[src/rtl/param_bus_arbiter_pkg.sv]
// Purpose: shared types, select bit indices and helpers for the synth parameter bus arbiter.
// Latency: none (package only).
// Backpressure: none (package only).
package param_bus_arbiter_pkg;

    typedef enum logic [1:0] {
        IDLE,
        SETUP,
        STROBE,
        HOLD
    } bus_state_t;

    // Select bit positions, order {com,m2,m1,osc,env}
    localparam int SEL_ENV = 0;
    localparam int SEL_OSC = 1;
    localparam int SEL_M1  = 2;
    localparam int SEL_M2  = 3;
    localparam int SEL_COM = 4;

    // Ceiling log2 with a floor of 1 bit so a counter is never zero-width
    function automatic int clogb2(input int value);
        int r;
        r = 0;
        for (int v = value - 1; v > 0; v = v >> 1) begin
            r = r + 1;
        end
        return (r < 1) ? 1 : r;
    endfunction

    // True when exactly one bit of the (zero-extended) select is set
    function automatic logic sel_is_onehot(input logic [31:0] s);
        return (s != 32'd0) && ((s & (s - 32'd1)) == 32'd0);
    endfunction

endpackage

[src/rtl/param_bus_arbiter_phase_counter.sv]
// Purpose: down-counter timing one bus phase; reloaded on every phase entry.
// Latency: done is combinational from the count, count updates one cycle after load.
// Backpressure: none; the FSM owns load timing.
import param_bus_arbiter_pkg::*;

module bus_phase_counter #(
    parameter int CNT_W = 2
) (
    input  logic             clk,
    input  logic             reset,
    input  logic             load,
    input  logic [CNT_W-1:0] load_val,
    output logic [CNT_W-1:0] cnt,
    output logic             done
);

    // Reload on phase entry, otherwise count down and park at zero
    always_ff @(posedge clk or posedge reset) begin
        if (reset) begin
            cnt <= '0;
        end else if (load) begin
            cnt <= load_val;
        end else if (cnt != '0) begin
            cnt <= cnt - CNT_W'(1);
        end
    end

    assign done = (cnt == '0);

endmodule

[src/rtl/param_bus_arbiter.sv]
// Purpose: shares the synth parameter bus between the MIDI decoder and the CPU with SETUP/STROBE/HOLD sequencing.
// Latency: request seen in IDLE at cycle 0 -> ack in cycle SETUP_CYC+STROBE_CYC+HOLD_CYC; one IDLE cycle between accesses.
// Backpressure: requesters hold req and fields until ack; losers and locked-out requests simply wait in IDLE.
import param_bus_arbiter_pkg::*;

module param_bus_arbiter #(
    parameter int ADDR_W     = 7,
    parameter int DATA_W     = 8,
    parameter int SEL_W      = SEL_COM + 1,
    parameter int SETUP_CYC  = 1,
    parameter int STROBE_CYC = 2,
    parameter int HOLD_CYC   = 1
) (
    input  logic              clk,
    input  logic              reset,
    input  logic              dec_req,
    input  logic              dec_we,
    input  logic [ADDR_W-1:0] dec_addr,
    input  logic [SEL_W-1:0]  dec_sel,
    input  logic [DATA_W-1:0] dec_wdata,
    input  logic              dec_lock,
    output logic              dec_ack,
    input  logic              cpu_req,
    input  logic              cpu_we,
    input  logic [ADDR_W-1:0] cpu_addr,
    input  logic [SEL_W-1:0]  cpu_sel,
    input  logic [DATA_W-1:0] cpu_wdata,
    output logic              cpu_ack,
    output logic [DATA_W-1:0] rdata,
    output logic              sel_err,
    output logic [ADDR_W-1:0] bus_addr,
    output logic [SEL_W-1:0]  bus_sel,
    output logic [DATA_W-1:0] bus_wdata,
    output logic              bus_oe,
    output logic              bus_write,
    output logic              bus_read,
    input  logic [DATA_W-1:0] bus_rdata,
    output logic              bus_busy,
    output logic              grant_cpu
);

    typedef struct packed {
        logic              we;
        logic [ADDR_W-1:0] addr;
        logic [SEL_W-1:0]  sel;
        logic [DATA_W-1:0] wdata;
    } bus_req_t;

    localparam int MAX_CYC = (SETUP_CYC > STROBE_CYC) ?
                             ((SETUP_CYC > HOLD_CYC) ? SETUP_CYC : HOLD_CYC) :
                             ((STROBE_CYC > HOLD_CYC) ? STROBE_CYC : HOLD_CYC);
    localparam int CNT_W = clogb2(MAX_CYC + 1);

    localparam logic [CNT_W-1:0] SETUP_LD  = CNT_W'(SETUP_CYC - 1);
    localparam logic [CNT_W-1:0] STROBE_LD = CNT_W'(STROBE_CYC - 1);
    localparam logic [CNT_W-1:0] HOLD_LD   = CNT_W'(HOLD_CYC - 1);

    bus_state_t       state;
    bus_req_t         dec_r;
    bus_req_t         cpu_r;
    bus_req_t         win_r;
    logic             win_ok;
    logic             dec_win;
    logic             cpu_win;
    logic             cur_we;
    logic             cur_ok;
    logic             cnt_load;
    logic [CNT_W-1:0] cnt_val;
    logic [CNT_W-1:0] cnt;
    logic             cnt_done;

    // Arbitration: round-robin on a tie, dec_lock reserves the bus for the decoder
    always_comb begin
        dec_r   = {dec_we, dec_addr, dec_sel, dec_wdata};
        cpu_r   = {cpu_we, cpu_addr, cpu_sel, cpu_wdata};
        dec_win = dec_req && (!cpu_req || dec_lock || grant_cpu);
        cpu_win = cpu_req && !dec_lock && (!dec_req || !grant_cpu);
        win_r   = cpu_win ? cpu_r : dec_r;
        win_ok  = sel_is_onehot(32'(win_r.sel));
    end

    // Phase counter reload on entry to SETUP, STROBE and HOLD
    always_comb begin
        cnt_load = 1'b0;
        cnt_val  = '0;
        case (state)
            IDLE: begin
                if (dec_win || cpu_win) begin
                    cnt_load = 1'b1;
                    cnt_val  = SETUP_LD;
                end
            end
            SETUP: begin
                if (cnt_done) begin
                    cnt_load = 1'b1;
                    cnt_val  = STROBE_LD;
                end
            end
            STROBE: begin
                if (cnt_done) begin
                    cnt_load = 1'b1;
                    cnt_val  = HOLD_LD;
                end
            end
            default: begin
                cnt_load = 1'b0;
            end
        endcase
    end

    bus_phase_counter #(
        .CNT_W (CNT_W)
    ) u_phase_cnt (
        .clk      (clk),
        .reset    (reset),
        .load     (cnt_load),
        .load_val (cnt_val),
        .cnt      (cnt),
        .done     (cnt_done)
    );

    // Bus sequencing FSM; every bus-facing output is registered here
    always_ff @(posedge clk or posedge reset) begin
        if (reset) begin
            state     <= IDLE;
            cur_we    <= 1'b0;
            cur_ok    <= 1'b0;
            dec_ack   <= 1'b0;
            cpu_ack   <= 1'b0;
            sel_err   <= 1'b0;
            rdata     <= '0;
            bus_addr  <= '0;
            bus_sel   <= '0;
            bus_wdata <= '0;
            bus_oe    <= 1'b0;
            bus_write <= 1'b0;
            bus_read  <= 1'b0;
            bus_busy  <= 1'b0;
            grant_cpu <= 1'b1;
        end else begin
            case (state)
                IDLE: begin
                    if (dec_win || cpu_win) begin
                        state     <= SETUP;
                        grant_cpu <= cpu_win;
                        cur_we    <= win_r.we;
                        cur_ok    <= win_ok;
                        bus_addr  <= win_r.addr;
                        bus_sel   <= win_ok ? win_r.sel : '0;
                        bus_wdata <= win_r.wdata;
                        // A bad select never writes, so the data bus is not driven either
                        bus_oe    <= win_r.we & win_ok;
                        bus_busy  <= 1'b1;
                    end
                end
                SETUP: begin
                    if (cnt_done) begin
                        state     <= STROBE;
                        bus_write <= cur_we & cur_ok;
                        bus_read  <= ~cur_we & cur_ok;
                    end
                end
                STROBE: begin
                    if (cnt_done) begin
                        state     <= HOLD;
                        bus_write <= 1'b0;
                        bus_read  <= 1'b0;
                        if (!cur_we && cur_ok) begin
                            rdata <= bus_rdata;
                        end
                        // Single-cycle HOLD: that cycle is already the ack cycle
                        if (HOLD_CYC == 1) begin
                            dec_ack <= ~grant_cpu;
                            cpu_ack <= grant_cpu;
                            sel_err <= ~cur_ok;
                        end
                    end
                end
                HOLD: begin
                    if (cnt_done) begin
                        state     <= IDLE;
                        dec_ack   <= 1'b0;
                        cpu_ack   <= 1'b0;
                        sel_err   <= 1'b0;
                        bus_addr  <= '0;
                        bus_sel   <= '0;
                        bus_wdata <= '0;
                        bus_oe    <= 1'b0;
                        bus_busy  <= 1'b0;
                    end else if (cnt == CNT_W'(1)) begin
                        dec_ack <= ~grant_cpu;
                        cpu_ack <= grant_cpu;
                        sel_err <= ~cur_ok;
                    end
                end
                default: begin
                    state <= IDLE;
                end
            endcase
        end
    end

endmodule

[config.mk]
export PLATFORM = sky130hd
export DESIGN_NAME = param_bus_arbiter
export DESIGN_NICKNAME = d
export VERILOG_FILES = /design/src/rtl/param_bus_arbiter_pkg.sv /design/src/rtl/param_bus_arbiter_phase_counter.sv /design/src/rtl/param_bus_arbiter.sv
export SDC_FILE = /design/constraint.sdc
export NUM_CORES = 1
export LEC_CHECK = 0
export CAP_MARGIN = 10
export CORE_UTILIZATION = 43
export CTS_CLUSTER_SIZE = 25
export DETAILED_ROUTE_END_ITERATION = 10
export GPL_TIMING_DRIVEN = 0
export PLACE_DENSITY = 0.91
export RECOVER_POWER = 100
export SKIP_CTS_REPAIR_TIMING = 1
export SLEW_MARGIN = 10
export SYNTH_ARGS = -nofsm -noshare
export SYNTH_HDL_FRONTEND = slang
export SYNTH_SLANG_ARGS = --single-unit
[constraint.sdc]
create_clock -name clk -period 1.9 [get_ports clk]
set_input_delay 0.38 -clock clk [delete_from_list [all_inputs] [get_ports clk]]
set_output_delay 0.38 -clock clk [all_outputs]
set_load 0.01 [all_outputs]
==> results of run 1 <==
-- Yosys cell counts --
library cell	n	area, um^2
a211oi_1	1	7.51
a21boi_0	2	15.0
a21o_1	1	7.51
a21oi_1	5	25.0
a22o_1	2	17.5
a311oi_1	1	8.76
and3_1	1	6.26
buf_2	2	10.0
buf_4	1	7.51
buf_6	5	56.3
clkbuf_1	1	3.75
dfrtp_1	41	1030
dfstp_2	1	26.3
ha_1	7	87.6
inv_1	9	33.8
mux2_2	8	90.1
mux2i_1	20	200
nand2_1	37	139
nand2b_1	2	12.5
nand3_1	1	5.00
nand3b_1	5	37.5
nand4_1	5	31.3
nand4b_1	1	8.76
nor2_1	6	22.5
nor2b_4	1	13.8
nor3_1	6	30.0
nor4_1	1	6.26
o211ai_1	3	22.5
o21a_1	1	7.51
o21ai_0	24	120
o21ai_1	3	15.0
o21ai_4	1	16.3
o22ai_1	1	6.26
o311ai_2	2	32.5
o31ai_2	1	12.5
o32a_1	1	10.0
or2_1	1	6.26
or3_1	1	6.26
xor2_1	2	17.5
-- power by group through the flow --
| stage | logic, mW | registers (mW) | clock network, mW |
|---|---|---|---|
| after floorplan | 1.03 | 1.54 | 0 |
| after global placement | 1.99 | 1.42 | 0 |
| after detailed placement | 2.09 | 1.45 | 0 |
| after CTS | 2.10 | 1.43 | 0.720 |
| after global routing | 2.21 | 1.45 | 0.754 |
| final | 1.99 | 1.41 | 0.710 |
-- cell families after synthesis --
kind of cell,count (synthesis)
and+or+nand+nor,68
AOI/OAI and AO/OA,49
DFF,42
muxes,28
buffers and inverters,18
adders and majority gates,7
xor gates and xnor gates,2
-- routing by layer --
layer	vias to the layer above	share of wire (%)	wire, um	track usage, %
met3	8	4.5	247	3.98
met4	0	1.7	91	6.84
met1	943	41	2230	24.1
met2	64	53	2890	37.9
li1	961	-	-	-
met5	-	0	0	0
-- flip-flops by register name (all words and copies together), names as in the netlist --
name and cells:
state 2, bus_busy 1, bus_sel 5, rdata 8, bus_addr 7, cpu_ack 1, cur_ok 1, bus_wdata 8
cur_we 1, bus_read 1, grant_cpu 1, bus_oe 1, u_phase_cnt.cnt 2, sel_err 1, bus_write 1, dec_ack 1
-- cell type report --
cell class                      instances  area share (%)
Timing Repair Buffer                   91            27.3
Clock inverter                          1           0.906
Multi-Input combinational cell        154            31.6
Buffer                                  9            2.34
Tap cell                               67            2.53
Inverter                                9            1.02
Clock buffer                            6            2.49
Sequential cell                        42            31.8
-- worst paths after layout --
check	slack, ns	cells after the start	to	startpoint
max	0.08	1	grant_cpu	grant_cpu
min in group clk	0.48	2	bus_sel[3]	bus_sel[3]
min	0.41	2	bus_addr[1]	reset
max reg2reg	0.14	5	rdata[7]	state[0]
max in group asynchronous	0.37	3	bus_wdata[5]	reset
min reg2reg	0.48	2	bus_sel[3]	bus_sel[3]
==> impl_metrics.sql, run 1 <==
INSERT INTO impl_metrics (metric_group, metric, value, unit) VALUES
('synthesis', 'synth-compound-area-share', '14.7', '%'),
('setup_path', 'cp.required', '1.52', 'ns'),
('floorplanning', 'coreArea', '4820', 'um^2'),
('synthesis', 'yosys_warnings', '0', ''),
('finish', 'finalInstanceArea', '3310', 'um^2'),
('floorplanning', 'die_area', '5430', 'um^2'),
('pwr', 'seqPwrFrac', '34.3', '%'),
('finish', 'post_layout_util', '68.8', '%'),
('finish', 'design.final.nets', '374', ''),
('setup_path', 'path_buf_inv', '1', ''),
('min_path', 'worst_hold_path_type', 'in2async', ''),
('synthesis', 'synthXorXnorAreaFrac', '0.793', '%'),
('synthesis', 'post_synth_inst_count', '214', ''),
('sta', 'finalHoldViolations', '0', ''),
('detailed_routing', 'drt_first_iter_violations', '70', ''),
('synthesis', 'netlist-cell-type-count', '39', ''),
('placement', 'dp.final_hpwl', '4330', 'um'),
('synthesis', 'syn-cell-area', '2210', 'um^2'),
('sta', 'final-setup-viol-count', '0', ''),
('synthesis', 'syn_nets', '276', ''),
('sta', 'fmax', '550', 'MHz'),
('synthesis', 'register_bit_count_reported_by_yosys', '42', ''),
('clock_network', 'number_of_cts_inserted_buffers', '5', ''),
('detailed_routing', 'vias', '1976', ''),
('sta', 'setup_ws_post_layout', '0.0828', 'ns'),
('detailed_routing', 'via_per_inst', '5.21', ''),
('clock_network', 'cts_root_buf', 'clkbuf_8', ''),
('placement', 'post_dp_cell_area', '3210', 'um^2'),
('detailed_routing', 'post_drt_wl_per_cell', '14.4', 'um'),
('flow_run', 'max_cap_violations', '0', ''),
('synthesis', 'avgSynthCellArea', '10.3', 'um^2'),
('finish', 'area_used_by_multi_input_combinational_logic', '1050', 'um^2'),
('synthesis', 'yosys-mux-area-fraction', '13.1', '%'),
('floorplanning', 'rows', '25', ''),
('sta', 'summed_negative_setup_slack_over_all_endpoints', '0', 'ns'),
('setup_path', 'timing.critical_path.cells', 'clkdlybuf4s50_1', ''),
('placement', 'cell_count_after_placement', '372', ''),
('clock_network', 'clkLatencyLatePin', '0.29', 'ns'),
('detailed_routing', 'final_routed_wirelength', '5460', 'um'),
('setup_path', 'critPathArrivalTime', '1.44', 'ns'),
('finish', 'finalNonFillerCells', '379', ''),
('finish', 'layout-area-overhead-vs-synth', '50.0', '%'),
('sta', 'setup_repair_after_global_routing_missed_its_margin', 'no', ''),
('global_route', 'grt_start_max_net_pins', '39', ''),
('pwr', 'power.clock.fraction', '17.3', '%'),
('pwr', 'ir_drop', '555', 'uV'),
('clock_network', 'cts_sinks', '42', ''),
('global_route', 'globalRoute.totalOverflow', '0', ''),
('finish', 'sequential_cell_area', '1050', 'um^2'),
('finish', 'layout_common_cells', 'clkdlybuf4s50_1, dfrtp_1, dlygate4sd3_1', ''),
('floorplanning', 'boundaryPins', '91', ''),
('sta', 'final_max_slew_viol_count', '0', ''),
('sta', 'finalCriticalPeriod', '1.82', 'ns'),
('setup_path', 'worst_stage_delay_on_the_critical_path', '0.59', 'ns'),
('pwr', 'power.density_cell_area', '1240', 'nW/um^2'),
('setup_path', 'worstSetupStartpointType', 'flop', ''),
('sta', 'clock_skew', '0.00540', 'ns'),
('pwr', 'netSwitchingFraction', '36.4', '%'),
('detailed_routing', 'final_antenna_net_count', '0', ''),
('setup_path', 'worst-setup-path-type', 'reg2out', ''),
('synthesis', 'synth_fa_ha_area_share', '3.97', '%'),
('sta', 'final.hold.worst_slack', '0.409', 'ns'),
('floorplanning', 'initial_utilization', '45.8', '%'),
('floorplanning', 'die_y', '73.7', 'um'),
('outcome', 'outcome', 'finished clean', ''),
('setup_path', 'worstPathMaxFanout', '6', ''),
('setup_path', 'cpLargestDelayFamily', 'flip-flops', ''),
('sta', 'slew_headroom', '38.1', '%'),
('clock_network', 'clock_pin_slew_of_the_registers_on_the_worst_case_setup_and_hold_paths', '0.07', 'ns'),
('finish', 'insertedDiodeCount', '0', ''),
('pwr', 'combPwrFrac', '48.4', '%');
No activity file was read; power rests on OpenSTA's default activity.
==> run 2: changes to the inputs <==
--- a/config.mk
+++ b/config.mk
@@ -16,4 +16,5 @@
 export SLEW_MARGIN = 10
 export SYNTH_ARGS = -nofsm -noshare
 export SYNTH_HDL_FRONTEND = slang
+export SYNTH_HIERARCHICAL = 1
 export SYNTH_SLANG_ARGS = --single-unit
==> run 2 against run 1 <==
Synthesized area increased by 2.3%. Non-clock buffer count did not move. Register-to-register slack got worse by 0.07 ns. Combinational power barely moved. Design area grew 2.5%. Fmax down 1.4%. Routed wire length grew 5.8%. Critical path depth grew 5. Critical endpoint is now bus_sel[0].
==> impl_metrics.sql, run 2 <==
INSERT INTO impl_metrics (metric_group, metric, value, unit) VALUES
('setup_path', 'worst-setup-path-type', 'in2reg', ''),
('synthesis', 'async_flop_share', '100', '%'),
('synthesis', 'post_synth_inst_count', '224', ''),
('clock_network', 'cts_tree', 'done', ''),
('pwr', 'ir_drop', '553', 'uV'),
('setup_path', 'critPathArrivalTime', '2.02', 'ns'),
('sta', 'clock_skew', '0.0105', 'ns'),
('sta', 'setup_repair_after_global_routing_missed_its_margin', 'yes', ''),
('sta', 'slew_headroom', '40.3', '%'),
('detailed_routing', 'drcViolationCount', '0', ''),
('synthesis', 'syn-cell-area', '2260', 'um^2'),
('detailed_routing', 'post_drt_wl_per_cell', '14.7', 'um'),
('finish', 'insertedDiodeCount', '0', ''),
('placement', 'io_buffer_count', '90', ''),
('synthesis', 'yosys_warnings', '6', ''),
('pwr', 'power.density_cell_area', '1220', 'nW/um^2'),
('synthesis', 'register_bit_count_reported_by_yosys', '42', ''),
('pwr', 'leakagePower', '1.55', 'nW'),
('synthesis', 'primary_flip_flop_cell_chosen_by_synthesis_mapping', 'dfrtp_1', ''),
('global_route', 'initial_antenna_violation_count', '0', ''),
('placement', 'gp_congestion', '0.933', ''),
('placement', 'pre_cts_ws', '-0.376', 'ns'),
('synthesis', 'avgSynthCellArea', '10.1', 'um^2'),
('finish', 'design.final.nets', '384', ''),
('setup_path', 'cp.required', '2.08', 'ns'),
('global_route', 'track_usage', '20.6', '%'),
('sta', 'finalCriticalPeriod', '1.84', 'ns'),
('floorplanning', 'die_y', '74.5', 'um'),
('finish', 'finalInstanceArea', '3400', 'um^2'),
('finish', 'post_layout_util', '66.9', '%'),
('floorplanning', 'dieWidth', '74.5', 'um'),
('synthesis', 'netlist-cell-type-count', '49', ''),
('min_path', 'worst_hold_path_type', 'in2async', ''),
('sta', 'summed_negative_setup_slack_over_all_endpoints', '0', 'ns'),
('synthesis', 'post-synth-top-count-cell', 'dfrtp_1', ''),
('placement', 'post_dp_cell_area', '3270', 'um^2'),
('synthesis', 'synth.yosys.seq_area_share', '46.6', '%'),
('clock_network', 'number_of_cts_inserted_buffers', '5', ''),
('sta', 'final-setup-viol-count', '0', ''),
('sta', 'finalHoldViolations', '0', ''),
('clock_network', 'clock_pin_slew_of_the_registers_on_the_worst_case_setup_and_hold_paths', '0.07', 'ns'),
('finish', 'reg.largest.list', 'bus_wdata (8), rdata (8), bus_addr (7)', ''),
('global_route', 'grt_start_max_net_pins', '39', ''),
('sta', 'setup_ws_post_layout', '0.0567', 'ns'),
('clock_network', 'cts_sinks', '42', ''),
('synthesis', 'synth_area_leader', 'dfrtp_1', ''),
('sta', 'final_max_slew_viol_count', '0', ''),
('sta', 'final.hold.worst_slack', '0.407', 'ns'),
('clock_network', 'clkLatencyLatePin', '0.29', 'ns'),
('finish', 'layout_commonest_cell', 'clkdlybuf4s50_1', ''),
('setup_path', 'worstSetupStartpointType', 'input pin', ''),
('outcome', 'outcome', 'finished clean', ''),
('clock_network', 'htree_levels', '2', ''),
('floorplanning', 'initial_utilization', '44.5', '%'),
('floorplanning', 'boundaryPins', '91', ''),
('detailed_routing', 'dr.pass1.iters', '4', ''),
('detailed_routing', 'via_per_inst', '5.30', ''),
('global_route', 'globalRoute.totalOverflow', '0', ''),
('floorplanning', 'rows', '26', ''),
('finish', 'layout-area-overhead-vs-synth', '50.4', '%'),
('detailed_routing', 'final_antenna_net_count', '0', ''),
('detailed_routing', 'drt_first_iter_violations', '101', ''),
('floorplanning', 'coreArea', '5070', 'um^2'),
('finish', 'final_layout_size_suffix_gt1_share', '11.7', '%'),
('sta', 'timing.final.crit_share', '97.0', '%'),
('sta', 'fmax', '543', 'MHz'),
('flow_run', 'max_cap_violations', '0', ''),
('detailed_routing', 'final_routed_wirelength', '5770', 'um'),
('global_route', 'grt_pass1_vias', '1977', ''),
('synthesis', 'synth_largest_type_area_fraction', '45.4', '%'),
('setup_path', 'setup_crit_end_kind', 'flop', ''),
('setup_path', 'worstPathMaxFanout', '10', ''),
('placement', 'dp.final_hpwl', '4430', 'um'),
('finish', 'layout_common_cells', 'clkdlybuf4s50_1, dfrtp_1, dlygate4sd3_1', ''),
('synthesis', 'number_of_synthesized_flops_with_an_enable_pin', '0', ''),
('synthesis', 'syn_nets', '285', ''),
('clock_network', 'cts_root_buf', 'clkbuf_8', ''),
('synthesis', 'most_common_library_cells_after_synthesis', 'dfrtp_1, nand2_1, o21ai_0', ''),
('global_route', 'grt_first_pass_wirelength', '8760', 'um'),
('synthesis', 'synth_area_leaders', 'dfrtp_1, mux2i_1, o21ai_0', ''),
('floorplanning', 'die_area', '5550', 'um^2'),
('sta', 'worst_slew_pin_slew', '0.896', 'ns'),
('detailed_routing', 'vias', '2090', ''),
('clock_network', 'clock_path_buffers', '2', '');
## run 2: worst paths after layout
| path | endpoint | slack (ns) | start | cells past startpoint |
|---|---|---|---|---|
| worst min-delay path | u_phase_cnt/cnt[0] | 0.41 | reset | 2 |
| max in group asynchronous | bus_addr[6] | 0.40 | reset | 3 |
| min in group clk | bus_wdata[7] | 0.47 | bus_wdata[7] | 2 |
| worst min register to register | bus_wdata[7] | 0.47 | bus_wdata[7] | 2 |
| worst max register to register | bus_wdata[6] | 0.07 | state[1] | 6 |
| worst max-delay path | bus_sel[0] | 0.06 | dec_lock | 6 |
## run 2: cell families (layout without fill, tap and decap cells)
logic type | after synthesis | count (layout) | synth area share (%)
flip-flops | 42 | 42 | 46.6
XOR/XNOR | 5 | 5 | 1.94
buffers and inverters | 19 | 119 | 3.60
AO/OA/AOI/OAI | 60 | 60 | 17.1
AND/OR/NAND/NOR | 66 | 66 | 15.7
adder cells (fa/ha/maj) | 6 | 6 | 3.32
other | 1 | 1 | 0.166
multiplexers | 25 | 25 | 11.6
## run 2: area by class of cell
cell class / count / area [um^2]
inverters: 11 / 41.3
fillers: 435 / 1680
plain buffers: 8 / 43.8
multi-input cells: 163 / 1150
flip-flops and latches: 42 / 1050
clock inverters: 1 / 30.0
clock buffers: 7 / 76.3
repair buffers: 92 / 913
well taps: 70 / 87.6
## run 2: worst max-delay path: stages
cell	delay, ns
clkdlybuf4s50_1	0.45
nand2b_1	0.17
clkbuf_1	0.23
nor4b_1	0.40
a31oi_1	0.09
o41ai_2	0.30
## run 2: stage by stage
stage | power, mW | std cells
floorplan | 2.55 | 224
global placement | 3.41 | 384
detailed placement | 3.52 | 385
CTS | 4.22 | 393
global route | 4.42 | 394
finish | 4.13 | 394
## run 2: routing by layer
| metal | routed length, um | global-route usage [%] | vias up | part of all wire, % |
|---|---|---|---|---|
| met4 | 46 | 6.08 | 0 | 0.80 |
| li1 | - | - | 1008 | - |
| met3 | 384 | 5.28 | 6 | 6.7 |
| met2 | 2950 | 35.3 | 91 | 51 |
| met5 | 0 | 0 | - | 0 |
| met1 | 2400 | 25.4 | 985 | 42 |
## run 2: power breakdown
part           total, mW  internal, mW  switching, mW
registers           1.46          1.25          0.206
clock network      0.693         0.393          0.299
logic               1.98         0.974           1.01
